--- src/rtl/uart_frame_rx.sv ---
// Frame parser behind the uart RX FIFO. It extracts SOF / LEN / payload / CHK frames, streams the
// payload out on valid/ready and ends every started frame with one ok or one error pulse.
//
// state     | meaning
// S_IDLE    | hunting for SOF, any other byte is dropped
// S_LEN     | waiting for the length byte
// S_PAYLOAD | forwarding payload, cnt = payload bytes still to come
// S_CHK     | waiting for the checksum byte

module uart_frame_rx #(
   parameter int                D_BITS      = 8,
   parameter logic [D_BITS-1:0] SOF_BYTE    = 'hA5,
   parameter int                MAX_LEN     = 32,
   parameter int                TIMEOUT_CYC = 100000
) (
   input  logic              clk_i,
   input  logic              reset_i,
   input  logic              rx_empty_i,
   input  logic [D_BITS-1:0] rx_byte_i,
   output logic              rx_rd_ena_o,
   output logic [D_BITS-1:0] data_o,
   output logic              valid_o,
   input  logic              ready_i,
   output logic              sof_o,
   output logic              frame_ok_o,
   output logic              frame_err_o,
   output logic [1:0]        err_code_o,
   output logic [D_BITS-1:0] len_o
);

   localparam int                TW        = $clog2(TIMEOUT_CYC + 1);
   localparam logic [TW-1:0]     TMO_LOAD  = TW'(TIMEOUT_CYC);
   localparam logic [D_BITS-1:0] MAX_LEN_B = D_BITS'(MAX_LEN);
   localparam logic [1:0]        ERR_CHK   = 2'b01;
   localparam logic [1:0]        ERR_LEN   = 2'b10;
   localparam logic [1:0]        ERR_TMO   = 2'b11;

   typedef enum logic [1:0] {S_IDLE, S_LEN, S_PAYLOAD, S_CHK} state_t;

   state_t            state, state_nxt;
   logic              rd_pend;
   logic              stall;
   logic              tmo_count;
   logic              timeout;
   logic [TW-1:0]     timer;
   logic [D_BITS-1:0] sum;
   logic [D_BITS-1:0] sum_add;
   logic [D_BITS-1:0] cnt;
   logic              ok_nxt;
   logic              err_nxt;
   logic [1:0]        code_nxt;

   // A forwarded payload byte blocks further payload pops until the consumer takes it
   assign stall       = (state == S_PAYLOAD) && valid_o;
   assign rx_rd_ena_o = reset_i && !rx_empty_i && !rd_pend && !stall;
   assign tmo_count   = (state != S_IDLE) && !rd_pend && !stall && !rx_rd_ena_o;
   assign timeout     = tmo_count && (timer == TW'(1));
   assign sum_add     = sum + rx_byte_i;

   always_ff @(posedge clk_i or negedge reset_i) begin
      if (!reset_i) state <= S_IDLE;
      else          state <= state_nxt;
   end

   always_comb begin
      state_nxt = state;
      ok_nxt    = 1'b0;
      err_nxt   = 1'b0;
      code_nxt  = err_code_o;
      case (state)
         S_IDLE: begin
            if (rd_pend && rx_byte_i == SOF_BYTE) state_nxt = S_LEN;
         end
         S_LEN: begin
            if (rd_pend) begin
               if (rx_byte_i > MAX_LEN_B) begin
                  err_nxt   = 1'b1;
                  code_nxt  = ERR_LEN;
                  state_nxt = S_IDLE;
               end else if (rx_byte_i == '0) begin
                  state_nxt = S_CHK;
               end else begin
                  state_nxt = S_PAYLOAD;
               end
            end
         end
         S_PAYLOAD: begin
            if (rd_pend && cnt == D_BITS'(1)) state_nxt = S_CHK;
         end
         S_CHK: begin
            if (rd_pend) begin
               if (sum_add == '0) begin
                  ok_nxt = 1'b1;
               end else begin
                  err_nxt  = 1'b1;
                  code_nxt = ERR_CHK;
               end
               state_nxt = S_IDLE;
            end
         end
         default: state_nxt = S_IDLE;
      endcase
      if (timeout) begin
         err_nxt   = 1'b1;
         code_nxt  = ERR_TMO;
         state_nxt = S_IDLE;
      end
   end

   always_ff @(posedge clk_i or negedge reset_i) begin
      if (!reset_i) begin
         rd_pend     <= 1'b0;
         timer       <= '0;
         sum         <= '0;
         cnt         <= '0;
         data_o      <= '0;
         valid_o     <= 1'b0;
         sof_o       <= 1'b0;
         frame_ok_o  <= 1'b0;
         frame_err_o <= 1'b0;
         err_code_o  <= 2'b00;
         len_o       <= '0;
      end else begin
         rd_pend     <= rx_rd_ena_o;
         frame_ok_o  <= ok_nxt;
         frame_err_o <= err_nxt;
         err_code_o  <= code_nxt;
         if (rd_pend)        timer <= TMO_LOAD;
         else if (tmo_count) timer <= timer - TW'(1);
         if (rd_pend && state == S_LEN) begin
            sum   <= rx_byte_i;
            len_o <= rx_byte_i;
            cnt   <= rx_byte_i;
         end else if (rd_pend && state == S_PAYLOAD) begin
            sum <= sum_add;
            cnt <= cnt - D_BITS'(1);
         end
         // First payload byte is the one arriving while cnt still equals LEN
         if (rd_pend && state == S_PAYLOAD) begin
            data_o  <= rx_byte_i;
            valid_o <= 1'b1;
            sof_o   <= (cnt == len_o);
         end else if (valid_o && ready_i) begin
            valid_o <= 1'b0;
            sof_o   <= 1'b0;
         end
      end
   end

endmodule

--- config.mk ---
export PLATFORM = sky130hd
export DESIGN_NAME = uart_frame_rx
export DESIGN_NICKNAME = d
export VERILOG_FILES = /design/src/rtl/uart_frame_rx.sv
export SDC_FILE = /design/constraint.sdc
export NUM_CORES = 1
export LEC_CHECK = 0
export ABC_AREA = 1
export CELL_PAD_IN_SITES_DETAIL_PLACEMENT = 2
export CELL_PAD_IN_SITES_GLOBAL_PLACEMENT = 2
export CORE_ASPECT_RATIO = 0.75
export CORE_MARGIN = 3
export CORE_UTILIZATION = 36
export CTS_CLUSTER_SIZE = 8
export DETAILED_ROUTE_END_ITERATION = 16
export GPL_ROUTABILITY_DRIVEN = 0
export PLACE_DENSITY_LB_ADDON = 0.05
export SLEW_MARGIN = 20
export SYNTH_ARGS = -nofsm -noshare
export SYNTH_HDL_FRONTEND = slang
export SYNTH_SLANG_ARGS = --single-unit
--- constraint.sdc ---
create_clock -name clk_i -period 4.5 [get_ports clk_i]
set_clock_uncertainty 0.2 [all_clocks]
set_input_delay 0.45 -clock clk_i [delete_from_list [all_inputs] [get_ports clk_i]]
set_output_delay 0.45 -clock clk_i [all_outputs]
set_load 0.02 [all_outputs]
# ---- Word-level counts from Yosys, hierarchy flattened
# Cells that the tools add are included.
dict set report op_classes {
  n_addsub 3
  n_lt_le_gt_ge 1
  n_eq_ne 13
  muxes 32
  reduce_logical 27
}
# op n
set ops {}
lappend ops {{two-way mux 17 bit} 2}
lappend ops {{two-way mux 8 bit} 4}
lappend ops {{two-way mux 2 bit} 11}
lappend ops {{equality test 17 x 1 -> 1 bit (second input constant)} 1}
lappend ops {{subtractor 17 x 1 -> 17 bit (second input constant)} 1}
lappend ops {{zero test 8 bit} 2}
lappend ops {{!= test 3 bit (second input constant)} 5}
lappend ops {{logical AND 1 bit} 13}
lappend ops {{two-way mux 1 bit} 12}
lappend ops {{adder 8 bit} 1}
lappend ops {{equality test 8 x 1 -> 1 bit (second input constant)} 1}
lappend ops {{equality test 8 bit} 1}
lappend ops {{equality test 8 bit (second input constant)} 1}
lappend ops {{> comparator 8 x 6 -> 1 bit (second input constant)} 1}
lappend ops {{one-hot mux 2 bit (4 select lines)} 1}
lappend ops {{nonzero test 2 bit} 4}
lappend ops {{subtractor 8 x 1 -> 8 bit (second input constant)} 1}
lappend ops {{AND reduction 5 bit} 1}
lappend ops {{equality test 2 bit (second input constant)} 2}
lappend ops {{zero test 1 bit} 4}
lappend ops {{one-hot mux 2 bit (2 select lines)} 1}
lappend ops {{AND reduction 4 bit} 1}
lappend ops {{!= test 3 x 2 -> 1 bit (second input constant)} 1}
lappend ops {{nonzero test 3 bit} 1}
lappend ops {{3 further kinds} 3}
dict set report word_totals {
  regBits 58
  output_inout_bits 23
  elab_cells 88
}

# ---- Depth between registers and ports, before layout
# Gate-level depths: netlist of run 1.
dict set report depth {
  ltp_word 9
  depth_mapped 15
}

# ---- Worst setup path before layout of run 1
# OpenSTA, ideal clock, no wires.
dict set report synth_timing {
  kind {input port to flip-flop}
  from {input port rx_byte_i[0]}
  to {register err_code_o[1]}
  setup_time_ns 0.065
  t_arrival_ns 1.802
  slack_ns 2.433
  stages 14
  n_path_buf 0
  path_cell_list {ha_1 -> inv_1 -> fa_1 -> inv_1 -> nand2_1 -> nand2_1 -> nand3_1 -> nand3_1 -> nand2_1 -> nor2_1 -> nand2_1 -> nand2_1 -> nand3_1 -> nand2_1}
}
dict set report synth_via {
  elab_chain_cells 4
  elab_cells_between_ends 6
}
# element line
set synth_lines {}
lappend synth_lines {{from (decl)} 19} ;# input logic [D_BITS-1:0] rx_byte_i,
lappend synth_lines {{adder 8 bit} 58} ;# assign sum_add = sum + rx_byte_i;
lappend synth_lines {{zero test 8 bit} 92} ;# if (sum_add == '0) begin
lappend synth_lines {{!= test 3 bit (no line)} n/a}
lappend synth_lines {{AND reduction 5 bit (no line) *} n/a}
lappend synth_lines {{to (signal assigned)} 127} ;# err_code_o <= code_nxt;
lappend synth_lines {{to (decl)} 27} ;# output logic [1:0] err_code_o,
# Mark *: on every way between the ends. The rest lies on a longest branch, timed or not.
# A chain may end at the register's enable or synchronous reset.

# ---- Final worst setup path of run 1
dict set report layout_timing {
  from {register rd_pend}
  to {output port rx_rd_ena_o}
}
dict set report layout_via {
  elab_chain_cells 3
}
# element line
set layout_lines {}
lappend layout_lines {{from (decl)} 41} ;# logic rd_pend;
lappend layout_lines {{from (signal assigned)} 124} ;# rd_pend <= rx_rd_ena_o;
lappend layout_lines {{zero test 1 bit} 55} ;# assign rx_rd_ena_o = reset_i && !rx_empty_i && !rd_pend && !stall;
lappend layout_lines {{logical AND 1 bit (2 in a row)} 55}
lappend layout_lines {{to (decl)} 20} ;# output logic rx_rd_ena_o,
# No other way between the ends.

==> key figures, run 1 <==
Timing
  • Slew headroom: 0.484
  • Min Hold Slack: 0.183 ns
  • Tcrit/Tclk final: 0.646
  • Fmax: 344 MHz
  • Slew @ Worst Pin: 0.774 ns
  • Slew Limit Fails: 0
  • RSZ-0062 raised after global routing: false
  • Setup ws final: 1.59 ns
  • Final hold violation count: 0
  • Setup TNS: 0 ns
  • Min Tclk post-route: approximately 2.9 ns
  • Setup violators final: 0

Clock network
  • Clock transition at path regs: 0.05 ns
  • Clock sink count: a little under 60
  • Clock buffer depth: 2
  • Hold-fix buffers at CTS: 0
  • Post-cts resize count: 0
  • Inserted Clock Buffers: 9
  • Clock root buffer: clkbuf_16
  • Post-CTS Setup Inserts: 0
  • CTS tree: done
  • Worst skew pair latency: about 0.34 ns
  • H-tree levels: 3

Routing
  • Drt first-iter violations: 142
  • Vias per cell: around 5.3
  • Total wire length: about 12 mm
  • DRC: 0
  • Post-route ant nets: 0
  • Vias after detailed routing: 3,215
  • DR WL/cell: 19.7 um
  • DR pass1 iterations: 4

Power and ir drop
  • Clock share of power: 0.269
  • LEAKAGE: around 2.0 nW
  • Internal Power: 1.65 mW
  • Max IR drop VDD: about 0.28 mV
  • Sw Share: 0.419
  • Power share of the combinational group: 0.422
  • P_sw: 1.19 mW
  • Pwr Total: 2.85 mW
  • PD cells: 685 nW/um^2
  • Power share of the sequential group: 0.308

Critical path
  • CP bufs+invs: 1
  • Crit start category: flip-flop
  • Max incr delay on CP: 0.69 ns
  • Critical path's slowest cell: clkdlybuf4s50_1
  • Critical path arrival: between 2 and 2.5 ns
  • Crit-path cells: nor2_1 > nand2_1 > a21oi_1 > clkdlybuf4s50_1
  • CP delay by family, top: buffers and inverters
  • Required @ worst endpoint: around 3.9 ns
  • Worst-path fanout max: 11
  • Kind of critical path: flip-flop to output port
  • Crit. End Element: output port

Global route
  • Vias in the first global route: 3,524
  • GRT overflow: 0
  • GRT Util Overall: 0.244
  • Largest net degree at the start of global routing: 59
  • First-pass GRT wire length: 19.5 mm
  • Initial antenna violation count: 0

Synthesis
  • Post-synth ARST share: 1.00
  • Synth warn: 0
  • Seq/Total Area, Yosys: 0.432
  • Seq cells post-synth: 58
  • Area share of the largest cell type after synthesis: 0.432
  • Top FF cell, synth: dfrtp_1
  • Cell count after synthesis: 441
  • Number of synthesized flops with an enable pin: 0
  • Largest area contributor in the netlist: dfrtp_1
  • Cell variety after synth: 32
  • Syn Area/Cell: 7.61 um^2
  • Post-Syn Area: 3360 um^2
  • Synth Net Count: 465
  • Largest cells by area after synthesis: dfrtp_1 43%, nand2_1 13%, inv_1 6.3%

Layout
  • Area Overhead vs Synth: 23.8%
  • Antenna cells: 0
  • Fillers: slightly above 1k
  • Share of cells above drive strength 1: 0.0763
  • Non-filler cells, final: 609
  • Final nets: between 500 and 600

Floorplanning
  • Die Ht: about 90 um
  • Initial core utilization: 0.384
  • Die W: 118 um
  • Total Die Area: 10,500 um^2
  • Core footprint: approximately 8700 um^2
  • I/O pin count: 35
  • Cell Rows: 29

Run
  • Max Cap Viol: 0

Place
  • Dpl ws: around 1.5 ns
  • Placed Cells: 593
  • Port buffer count: 34
  • Post-DP HPWL: 8.80 mm

Hold path
  • Hold WC Path Type: input port to asynchronous set/reset pin

Outcome
  • Outcome: complete, no violations
[cell usage after synthesis, drive strengths merged (3+ instances only)]
| cell type | number |
|---|---|
| xnor2 | 3 |
| o221ai | 5 |
| nor3 | 10 |
| nand3 | 34 |
| ha | 11 |
| nand2 | 123 |
| inv | 61 |
| o22ai | 3 |
| nand4 | 13 |
| clkbuf | 3 |
| nor2 | 45 |
| o211ai | 6 |
| buf | 5 |
| a21oi | 12 |
| dfrtp | 58 |
| o21ai | 33 |
| xor2 | 9 |
[registers in the layout, indices dropped and copies added (netlist names)]
signal,cells
cnt,8
data_o,8
err_code_o,2
frame_err_o,1
frame_ok_o,1
len_o,8
rd_pend,1
sof_o,1
state,2
sum,8
timer,17
valid_o,1
[cells by family after synthesis]
logic type | count (synthesis) | synth area share
adder cells (fa/ha/maj) | 12 | 0.0470
AND/OR/NAND/NOR | 229 | 0.306
flip-flops | 58 | 0.432
XOR/XNOR | 12 | 0.0313
AO/OA/AOI/OAI | 61 | 0.105
buffers and inverters | 69 | 0.0790
[power groups by stage]
stage               Sequential, mW  Clock (mW)  Combinational (mW)
floorplan                    0.900           0               0.714
global placement             0.870           0                1.13
global route                 0.907       0.806                1.35
detailed placement           0.880           0                1.19
CTS                          0.878       0.777                1.22
finish                       0.877       0.767                1.20
[layer usage]
metal / routed length, um / global-route usage / vias up
met3: 509 / 0.0570 / 10
met1: 6110 / 0.348 / 1634
met2: 5240 / 0.380 / 63
met5: 0 / 0 / -
li1: - / - / 1508
met4: 117 / 0.0638 / 0
[cell type report]
class                   instances  area (um^2)  area share
repair buffers                 36          350      0.0843
multi-input cells             314         1640       0.395
inverters                      61          229      0.0551
flip-flops and latches         58         1450       0.349
well taps                     124          155      0.0373
clock buffers                  12          256      0.0617
clock inverters                 4         73.8      0.0178
[through the flow]
stage	area [um^2]	utilization
floorplan	3360	-
global placement	3830	0.438
detailed placement	3830	0.438
CTS	4160	0.475
global route	4160	0.475
finish	4160	0.475
[cells in the final DEF, fill, tap and decap left out, types with 3 or more instances in the layout]
| master | n |
|---|---|
| a21oi_1 | 12 |
| clkbuf_16 | 9 |
| clkdlybuf4s50_1 | 33 |
| dfrtp_1 | 58 |
| ha_1 | 11 |
| inv_1 | 56 |
| inv_2 | 5 |
| nand2_1 | 119 |
| nand2_2 | 4 |
| nand3_1 | 33 |
| nand4_1 | 12 |
| nor2_1 | 38 |
| nor2_2 | 3 |
| nor2_4 | 4 |
| nor3_1 | 10 |
| o211ai_1 | 6 |
| o21ai_0 | 29 |
| o21ai_1 | 3 |
| o221ai_1 | 5 |
| o22ai_1 | 3 |
| xnor2_1 | 3 |
| xor2_1 | 9 |
[worst register-to-register path, delay by kind of cell, from the launching register on]
kind | cells | cell delay (ns)
buffers and inverters | 2 | 0.48
AND/OR/NAND/NOR | 5 | 1.28
flip-flops | 1 | 0.59
[path summary, 6_finish.rpt]
check | start | endpoint | slack, ns | cells after the start
setup / recovery | rd_pend | rx_rd_ena_o | 1.59 | 4
hold / removal | reset_i | len_o[3] | 0.18 | 2
setup reg to reg | rd_pend | sum[6] | 1.83 | 7
hold reg to reg | data_o[4] | data_o[4] | 0.29 | 2
max in group asynchronous | reset_i | timer[12] | 3.41 | 2
min in group clk_i | data_o[4] | data_o[4] | 0.29 | 2
No activity file was read; power rests on OpenSTA's default activity.
==> run 2, diff against run 1 <==
--- a/config.mk
+++ b/config.mk
@@ -10,7 +10,7 @@
 export CELL_PAD_IN_SITES_GLOBAL_PLACEMENT = 2
 export CORE_ASPECT_RATIO = 0.75
 export CORE_MARGIN = 3
-export CORE_UTILIZATION = 36
+export CORE_UTILIZATION = 33
 export CTS_CLUSTER_SIZE = 8
 export DETAILED_ROUTE_END_ITERATION = 16
 export GPL_ROUTABILITY_DRIVEN = 0
==> constraint.sdc (replaced) <==
create_clock -name clk_i -period 2.7 [get_ports clk_i]
set_clock_uncertainty 0.2 [all_clocks]
set_input_delay 0.27 -clock clk_i [delete_from_list [all_inputs] [get_ports clk_i]]
set_output_delay 0.27 -clock clk_i [all_outputs]
set_load 0.02 [all_outputs]
==> run 2 against run 1 <==
  * The flow now finishes with violations (hold timing)
  * Clock power up 68%
  * Largest cell class unchanged
  * Highest routed layer unchanged
  * Setup slack worse by 1.3 ns
  * Critical endpoint is now err_code_o[1]
  * Non-clock buffer count up 8
  * Combinational power up 67%
  * Flip-flop and latch count unchanged
  * Largest power group unchanged
  * Global-route usage down 1.8 points
  * First-iteration DRC count up 4.9%
  * Sequential power up 64%
  * Wire length down 0.22%
  * Hold slack worse by 0.18 ns
  * Via count up 0.34%
==> key figures, run 2 (synthesis results as in run 1) <==
Outcome
  • Outcome: finished, violations left
  • Failing checks: hold timing

Clock network
  • Inserted Clock Buffers: 9 (unchanged)
  • Clock transition at path regs: 0.06 ns (about the same)
  • Post-cts resize count: 0 (unchanged)
  • Post-CTS Setup Inserts: 0 (unchanged)
  • CTS tree: done
  • Clock sink count: 58 (unchanged)
  • Clock buffer depth: 2 (unchanged)
  • H-tree levels: 3 (unchanged)
  • Hold-fix buffers at CTS: 0 (unchanged)
  • Clock root buffer: clkbuf_16
  • Worst skew pair latency: 0.33 ns (about the same)

Global route
  • Vias in the first global route: 3,664 (+4.0%)
  • GRT overflow: 0 (unchanged)
  • GRT Util Overall: 0.227 (-0.0176)
  • Largest net degree at the start of global routing: 59 (unchanged)
  • First-pass GRT wire length: 19.8 mm (+1.1%)
  • Initial antenna violation count: 0 (unchanged)

Floorplanning
  • Total Die Area: 11,400 um^2 (+8.5%)
  • Cell Rows: 31 (+6.9%)
  • Die W: 122 um (+4.2%)
  • Initial core utilization: 0.343 (-0.0404)
  • Core footprint: 9770 um^2 (+12%)
  • I/O pin count: 35 (unchanged)
  • Die Ht: 93.3 um (+4.1%)

Timing
  • Setup TNS: 0 ns (unchanged)
  • Slew headroom: 0.462 (-0.0218)
  • Final hold violation count: 4 (+4)
  • Fmax: 424 MHz
  • RSZ-0062 raised after global routing: false
  • Setup violators final: 0 (unchanged)
  • Min Hold Slack: -0.00109 ns (-0.184 ns)
  • Slew Limit Fails: 0 (unchanged)
  • Slew @ Worst Pin: 0.807 ns (+0.0328 ns)
  • Min Tclk post-route: 2.36 ns
  • Tcrit/Tclk final: 0.873

Routing
  • Total wire length: 12.0 mm (-0.22%)
  • Vias after detailed routing: 3,226 (+0.34%)
  • DRC: 0 (unchanged)
  • DR WL/cell: 19.1 um (-2.8%)
  • Vias per cell: 5.16 (-2.2%)
  • Drt first-iter violations: 149 (+4.9%)
  • Post-route ant nets: 0 (unchanged)
  • DR pass1 iterations: 4 (unchanged)

Critical path
  • Critical path's slowest cell: clkdlybuf4s50_1
  • Crit. End Element: flip-flop
  • Worst-path fanout max: 3 (-8)
  • Max incr delay on CP: 0.50 ns (-0.19 ns)
  • Required @ worst endpoint: 2.77 ns (-1.08 ns)
  • Kind of critical path: input port to flip-flop
  • Crit start category: input port
  • Critical path arrival: 2.43 ns (+0.17 ns)
  • Cell mode on critical path: nand2_1
  • Crit-path cells: clkdlybuf4s50_1 > ha_1 > inv_1 > fa_1 > inv_1 > nand2_1 > nand2_1 > nand3_1 > nand2_1 > nand3_1 > nor2_1 > nand2_1 > nand2_1 > nand3_1 > nand2_1

Layout
  • Post-route cell area: 4230 um^2 (+1.7%)
  • Max FFs per register: 17 (unchanged)
  • Util after Layout: 0.432 (-0.0429)
  • Final nets: 512 (+1.6%)
  • Non-filler cells, final: 625 (+2.6%)
  • Antenna cells: 0 (unchanged)
  • Area Overhead vs Synth: 25.9%
  • Commonest non-fill, non-tap cells in the layout: 119 x nand2_1, 58 x dfrtp_1, 56 x inv_1
  • Largest reg by FF count: timer
  • Fillers: 1,162 (+15%)
  • Share of cells above drive strength 1: 0.0913 (+0.0150)
  • Most common cell after layout, fill and taps aside: nand2_1

Place
  • Port buffer count: 34 (unchanged)
  • Placed cell area: 3900 um^2 (+1.8%)
  • Post-DP HPWL: 9.04 mm (+2.8%)
  • Placed Cells: 609 (+2.7%)

Run
  • Max Cap Viol: 0 (unchanged)

Power and ir drop
  • PD cells: 1120 nW/um^2 (+63%)
  • Max IR drop VDD: 0.450 mV (+60%)
  • Clock share of power: 0.272 (+0.003)
  • P_sw: 1.96 mW (+65%)
  • Pwr Total: 4.73 mW (+66%)
  • LEAKAGE: 2.02 nW (+2.0%)
  • Internal Power: 2.77 mW (+67%)
  • Power share of the sequential group: 0.305 (-0.003)
  • Power share of the combinational group: 0.423 (about the same)
  • Sw Share: 0.414 (-0.00420)

Hold path
  • Hold WC Path Type: input port to asynchronous set/reset pin
==> run 2: through the flow <==
stage                     setup slack (ns)  hold slack [ns]
after floorplan                      0.750           -0.226
after global placement               0.128            0.265
after detailed placement            0.0142            0.273
after CTS                            0.312           0.0432
after global routing                0.0896           0.0757
final                                0.342         -0.00109
==> run 2: worst paths after layout <==
path	startpoint	slack [ns]	to	cells after the start
max in group asynchronous	reset_i	1.77	sum[7]	2
hold reg to reg	data_o[4]	0.29	data_o[4]	2
setup / recovery	rx_byte_i[0]	0.34	err_code_o[1]	15
setup reg to reg	sum[0]	0.41	err_code_o[1]	14
min in group clk_i	reset_i	0.18	rd_pend	3
hold / removal	reset_i	-0.001	cnt[5]	2
==> run 2: layer usage <==
metal / GRT usage / routed length [um] / vias to the layer above
li1: - / - / 1532
met3: 0.0466 / 366 / 7
met5: 0 / 0 / -
met4: 0.0438 / 102 / 0
met1: 0.323 / 6060 / 1647
met2: 0.358 / 5430 / 40
==> run 2: power by group through the flow <==
stage                     sequential (mW)  combinational (mW)  clock, mW
final                                1.44                2.00       1.29
after global routing                 1.50                2.27       1.34
after CTS                            1.45                2.03       1.31
after detailed placement             1.45                2.00          0
after global placement               1.43                1.89          0
after floorplan                      1.50                1.19          0
==> run 2: final cells by class <==
type | instances | area, um^2 | share of cell area
inverter | 61 | 229 | 0.0542
timing repair buffer | 44 | 410 | 0.0971
multi-input combinational | 314 | 1640 | 0.388
clock inverter | 4 | 73.8 | 0.0175
clock buffer | 12 | 256 | 0.0607
tap | 132 | 165 | 0.0391
sequential | 58 | 1450 | 0.343
==> run 2: worst max-delay path, delay by kind of cell <==
kind                     cells  cell delay, ns
adder cells (fa/ha/maj)      2            0.59
buffers and inverters        3            0.66
AND/OR/NAND/NOR             10            0.90
